--- src/rtl/entrada_jogada.sv ---
// Memory-game input front-end: button sync, debounce and play capture.
// Also hosts the per-play timeout counter used by the control unit.
module entrada_jogada #(
  parameter int N_DEBOUNCE = 3,
  parameter int TIMEOUT    = 3000
) (
  input  logic       clock,
  input  logic       reset,
  input  logic [3:0] botoes,
  input  logic       habilita_espera,
  input  logic       zera_timeout,
  output logic [3:0] jogada,
  output logic       tem_jogada,
  output logic       jogada_valida,
  output logic       timeout,
  output logic [1:0] db_estado
);

  localparam int CW = $clog2(N_DEBOUNCE + 1);
  localparam int TW = $clog2(TIMEOUT + 1);

  localparam logic [CW-1:0] DB_LAST = CW'(N_DEBOUNCE - 1);
  localparam logic [CW-1:0] DB_ONE  = CW'(1);
  localparam logic [TW-1:0] TO_LAST = TW'(TIMEOUT - 1);
  localparam logic [TW-1:0] TO_FULL = TW'(TIMEOUT);
  localparam logic [TW-1:0] TO_ONE  = TW'(1);

  typedef enum logic [1:0] {
    OCIOSO        = 2'd0,
    ESTABILIZANDO = 2'd1,
    PRESSIONADO   = 2'd2,
    SOLTANDO      = 2'd3
  } estado_t;

  estado_t       estado;
  estado_t       estado_nx;
  logic [3:0]    botoes_m;
  logic [3:0]    botoes_s;
  logic [3:0]    amostra;
  logic [3:0]    amostra_nx;
  logic [CW-1:0] cnt_db;
  logic [CW-1:0] cnt_db_nx;
  logic [3:0]    jogada_nx;
  logic          pulso_nx;
  logic [TW-1:0] cnt_to;
  logic          espera_ativa;

  // two-flop synchronizer for the asynchronous buttons
  always_ff @(posedge clock) begin
    if (reset) begin
      botoes_m <= '0;
      botoes_s <= '0;
    end else begin
      botoes_m <= botoes;
      botoes_s <= botoes_m;
    end
  end

  // debounce FSM state, sample, counter and captured play
  always_ff @(posedge clock) begin
    if (reset) begin
      estado     <= OCIOSO;
      amostra    <= '0;
      cnt_db     <= '0;
      jogada     <= '0;
      tem_jogada <= 1'b0;
    end else begin
      estado     <= estado_nx;
      amostra    <= amostra_nx;
      cnt_db     <= cnt_db_nx;
      jogada     <= jogada_nx;
      tem_jogada <= pulso_nx;
    end
  end

  // next-state logic: accept a press once stable, then demand a full release
  always_comb begin
    estado_nx  = estado;
    amostra_nx = amostra;
    cnt_db_nx  = cnt_db;
    jogada_nx  = jogada;
    pulso_nx   = 1'b0;
    unique case (estado)
      OCIOSO: begin
        if (botoes_s != 4'b0000) begin
          amostra_nx = botoes_s;
          cnt_db_nx  = '0;
          estado_nx  = ESTABILIZANDO;
        end
      end
      ESTABILIZANDO: begin
        if (botoes_s == 4'b0000) begin
          estado_nx = OCIOSO;
        end else if (botoes_s != amostra) begin
          amostra_nx = botoes_s;
          cnt_db_nx  = '0;
        end else if (cnt_db == DB_LAST) begin
          jogada_nx = amostra;
          pulso_nx  = 1'b1;
          estado_nx = PRESSIONADO;
        end else begin
          cnt_db_nx = cnt_db + DB_ONE;
        end
      end
      PRESSIONADO: begin
        if (botoes_s == 4'b0000) begin
          cnt_db_nx = '0;
          estado_nx = SOLTANDO;
        end
      end
      SOLTANDO: begin
        if (botoes_s != 4'b0000) begin
          estado_nx = PRESSIONADO;
        end else if (cnt_db == DB_LAST) begin
          estado_nx = OCIOSO;
        end else begin
          cnt_db_nx = cnt_db + DB_ONE;
        end
      end
      default: estado_nx = OCIOSO;
    endcase
  end

  // the wait only runs while no button is being held or released
  assign espera_ativa = habilita_espera && !timeout &&
                        (estado == OCIOSO || estado == ESTABILIZANDO);

  // timeout counter; a play clears it, a clear request clears the flag too
  always_ff @(posedge clock) begin
    if (reset) begin
      cnt_to  <= '0;
      timeout <= 1'b0;
    end else if (zera_timeout) begin
      cnt_to  <= '0;
      timeout <= 1'b0;
    end else if (tem_jogada) begin
      cnt_to <= '0;
    end else if (espera_ativa) begin
      if (cnt_to == TO_LAST) begin
        cnt_to  <= TO_FULL;
        timeout <= 1'b1;
      end else begin
        cnt_to <= cnt_to + TO_ONE;
      end
    end
  end

  assign jogada_valida = $onehot(jogada);
  assign db_estado     = estado;

endmodule

--- config.mk ---
export PLATFORM = sky130hd
export DESIGN_NAME = entrada_jogada
export DESIGN_NICKNAME = d
export VERILOG_FILES = /design/src/rtl/entrada_jogada.sv
export SDC_FILE = /design/constraint.sdc
export NUM_CORES = 1
export LEC_CHECK = 0
export CAP_MARGIN = 20
export CORE_MARGIN = 2
export CORE_UTILIZATION = 50
export CTS_BUF_LIST = sky130_fd_sc_hd__clkbuf_4 sky130_fd_sc_hd__clkbuf_8 sky130_fd_sc_hd__clkbuf_16
export CTS_CLUSTER_DIAMETER = 100
export DETAILED_ROUTE_END_ITERATION = 8
export GPL_TIMING_DRIVEN = 0
export PLACE_DENSITY = 0.76
export SKIP_LAST_GASP = 1
export SYNTH_ARGS = -nofsm -noshare
export SYNTH_HDL_FRONTEND = slang
export SYNTH_SLANG_ARGS = --single-unit
--- constraint.sdc ---
create_clock -name clock -period 1.65 [get_ports clock]
set_clock_uncertainty 0.15 [all_clocks]
set_input_delay 0.165 -clock clock [delete_from_list [all_inputs] [get_ports clock]]
set_output_delay 0.165 -clock clock [all_outputs]
set_load 0.05 [all_outputs]
==> results.txt <==
----------------------------------------------------
[Timing]
  Final hold violations ... 0
  Min setup slack post-route ... -0.720 ns
  Slew at the pin closest to its max-slew limit ... roughly 0.5 ns
  Sum of negative setup slack ... -2.23 ns
  Final slew viol count ... 0
  Period minus WS final ... between 2 and 2.5 ns
  Worst slew slack as a fraction of its limit ... between 60 and 70%
  Final-report setup violation count ... 11
  Fmax ... between 400 and 500 MHz
  Setup repair after global routing missed its margin ... true
  Ratio of final minimum period to clock period ... 144%

[Layout]
  Share of post-route cells with drive strength above 1 ... between 30% and 40%
  Final net count ... approximately 230
  Number of diodes ... 0
  Area added between synthesis and finish ... 41.6%
  Area of the multi-input gates ... approximately 1100 um2
  Register area ... about 730 um2
  Fillcell total ... between 200 and 250
  Final core utilization ... between 70 and 80%
  Non-filler cells in the finished layout ... 258

[Place]
  HPWL Detailed ... about 2400 um
  Routability-driven placement congestion ratio ... approximately 0.8
  Number of placed cells counting well taps ... roughly 240
  Number of buffer cells added on primary ports ... 16

[Synthesis]
  Most instantiated library cell after synthesis ... sky130_fd_sc_hd__dfxtp_1
  Synth warnings ... 0
  Sequential share of the synthesized area ... 41.4%
  Netlist area before placement ... 1640 um2
  Number of nets produced by synthesis ... ~190
  Number of flops mapped to enable cells by yosys ... 0
  Number of distinct library cells after synthesis ... between 40 and 50
  Flip-flop and latch count after synthesis ... 34
  Area share of the largest cell type after synthesis ... around 41%
  Most numerous cell types in the synthesized netlist ... sky130_fd_sc_hd__dfxtp_1, sky130_fd_sc_hd__nor2_1, sky130_fd_sc_hd__xnor2_1
  Most common flop cell mapped by yosys ... sky130_fd_sc_hd__dfxtp_1
  Mean Syn Cell Area ... about 9.3 um2
  Gate count of the mapped netlist ... roughly 180
  Share of synthesized registers carrying an async set or reset ... 0%
  Cell accounting for the most synthesized area ... sky130_fd_sc_hd__dfxtp_1
  Largest cells by area after synthesis ... sky130_fd_sc_hd__dfxtp_1, sky130_fd_sc_hd__xnor2_1, sky130_fd_sc_hd__nor2_1

[Floorplan]
  Core outline area ... approximately 3100 um2
  Count of standard-cell rows ... 20
  Die Footprint ... 3760 um2
  Die height ... 61.3 um
  Initial Utilization ... a little over half
  Die width ... a little over 60 um
  Top-level I/O count ... 17

[Power]
  Total leakage power ... 0.000850 uW
  Total power ... 1620 uW
  Peak supply drop ... approximately 0.68 mV
  Power density relative to cell area ... about 700 nW/um2

[Critical path]
  Required time at the worst-slack endpoint ... approximately 1.3 ns
  Chain of cells forming the critical path ... inv_2 > fa_1 > inv_1 > ha_2 > ha_4 > nor3b_4 > buf_6
  Start-to-end type of the worst setup path ... flip-flop to output pin
  Critical Path Fanout Max ... 2
  Cell type of the slowest stage on the worst timing path ... sky130_fd_sc_hd__fa_1
  Crit start category ... flip-flop
  Type of destination of the critical path ... output pin
  Arrival time reported for the critical path endpoint ... 2.05 ns
  Crit-path max cell delay ... about 0.53 ns

[GRT]
  GRT Total Usage ... about a fifth
  Global-route wire length before repair ... ~5600 um
  Maximum number of pins on one net before global-route repair ... 11
  Vias in the first global route ... ~1200
  GR Overflow Total ... 0
  Number of antenna violations at the first check in global routing ... 0

[Detailed routing]
  DR vias ... 1446
  Average via count per standard cell ... 5.60
  DRT iter0 DRCs ... 30
  Remaining antenna violation count ... 0
  Wirelength per Cell ... between 10 and 15 um
  Pre-antenna DRT Iters ... 4
  Drt drc ... 0
  Post-detailed-routing wire length ... ~3800 um

[Clocking]
  Post-CTS Hold Fix Bufs ... 0
  CTS Buffer Depth ... 2
  Clock sinks ... 34
  Clock insertion delay at the later pin of the skew report ... between 0.3 and 0.4 ns
  Level count of the clock H-tree ... 2
  CTS tree ... built
  Clock tree root buffer cell ... sky130_fd_sc_hd__clkbuf_4
  Clock buffer count from CTS ... 5
  Clock transition at the registers of the reported paths ... around 0.11 ns

[Worst hold path]
  Tightest Hold Check Type ... primary input to flip-flop

[Run]
  Max-cap viol count ... 0

[Status]
  Outcome ... complete, but fails checks
  Violated checks ... setup timing

----------------------------------------------------
## metrics by stage
step	cell area (um2)	worst slack (ns)	hold slack, ns
3_3_place_gp	1930	-0.961	0.266
3_5_place_dp	1930	-0.975	0.278
2_1_floorplan	1720	-0.572	0.143
5_1_grt	2330	-0.794	0.233
4_1_cts	2100	-0.738	0.223
6_report	2330	-0.720	0.234
## worst paths after layout
check / start / to / slack (ns) / cells after the start
min: botoes[0] / botoes_m[0]$_SDFF_PP0_ / 0.23 / 2
min reg2reg: botoes_m[0]$_SDFF_PP0_ / botoes_s[0]$_SDFF_PP0_ / 0.29 / 1
max: jogada[0]$_SDFFE_PP0P_ / jogada_valida / -0.72 / 7
max reg2reg: cnt_to[0]$_SDFFE_PP0N_ / cnt_to[2]$_SDFFE_PP0N_ / -0.21 / 5
## registers in the layout (all words and copies together) (netlist names), 2 cells and up, named ones only
register  count
botoes_m      4
amostra       4
cnt_to       12
botoes_s      4
cnt_db        2
jogada        4
## power by group
part	internal [uW]	switching, uW
logic	133	128
registers	830	30.5
clock network	223	278
total	1190	436
## routing by layer
layer	part of all wire, %	vias up	global-route usage (%)	wire, um
met3	4.0	12	5.88	151
met5	0	-	0	0
met2	48	38	32.4	1830
met4	2.0	0	7.45	78
met1	46	693	25.9	1750
li1	-	703	-	-
## timing repair
item,4_1_cts,5_1_grt
pin swaps,4,21
gates resized for setup,30,44
gates cloned,0,1
setup buffers,5,7
setup endpoints to repair,30,27
## cells in the final DEF (no fill, tap or decap), types with 5 or more instances in the layout
master                             n
sky130_fd_sc_hd__xnor2_1           9
sky130_fd_sc_hd__dfxtp_2           8
sky130_fd_sc_hd__nand2_1           9
sky130_fd_sc_hd__nor2_1           14
sky130_fd_sc_hd__clkdlybuf4s50_1   8
sky130_fd_sc_hd__dfxtp_4          10
sky130_fd_sc_hd__dfxtp_1          16
sky130_fd_sc_hd__clkbuf_4          6
sky130_fd_sc_hd__dlygate4sd2_1     6
sky130_fd_sc_hd__nand4b_1          6
sky130_fd_sc_hd__nor2b_1           9
sky130_fd_sc_hd__nand2b_1          6
sky130_fd_sc_hd__inv_1             5
sky130_fd_sc_hd__buf_4            12
sky130_fd_sc_hd__nand4_1           5
## area by class of cell
class,instances,area share [%]
Sequential cell,34,31.3
Clock buffer,7,2.53
Inverter,8,1.29
Clock inverter,1,0.215
Tap cell,44,2.37
Buffer,8,2.53
Timing Repair Buffer,29,11.6
Multi-Input combinational cell,127,48.2
## logic make-up (layout without fill, tap and decap cells)
kind of cell / count (synthesis) / after routing / synth area share, %
xor gates and xnor gates: 15 / 15 / 8.00
AOI/OAI and AO/OA: 17 / 17 / 7.08
DFF: 34 / 34 / 41.4
and+or+nand+nor: 84 / 84 / 31.6
buffers and inverters: 16 / 53 / 3.73
muxes: 5 / 5 / 3.12
adders and majority gates: 6 / 6 / 5.03
## worst max-delay path, delay by kind of cell, from the launching register on
family,cells,cell delay (ns)
adder cells (fa/ha/maj),3,0.91
AND/OR/NAND/NOR,1,0.17
flip-flops,1,0.36
buffers and inverters,3,0.26
Note: power is estimated with default switching activity, not from simulation.
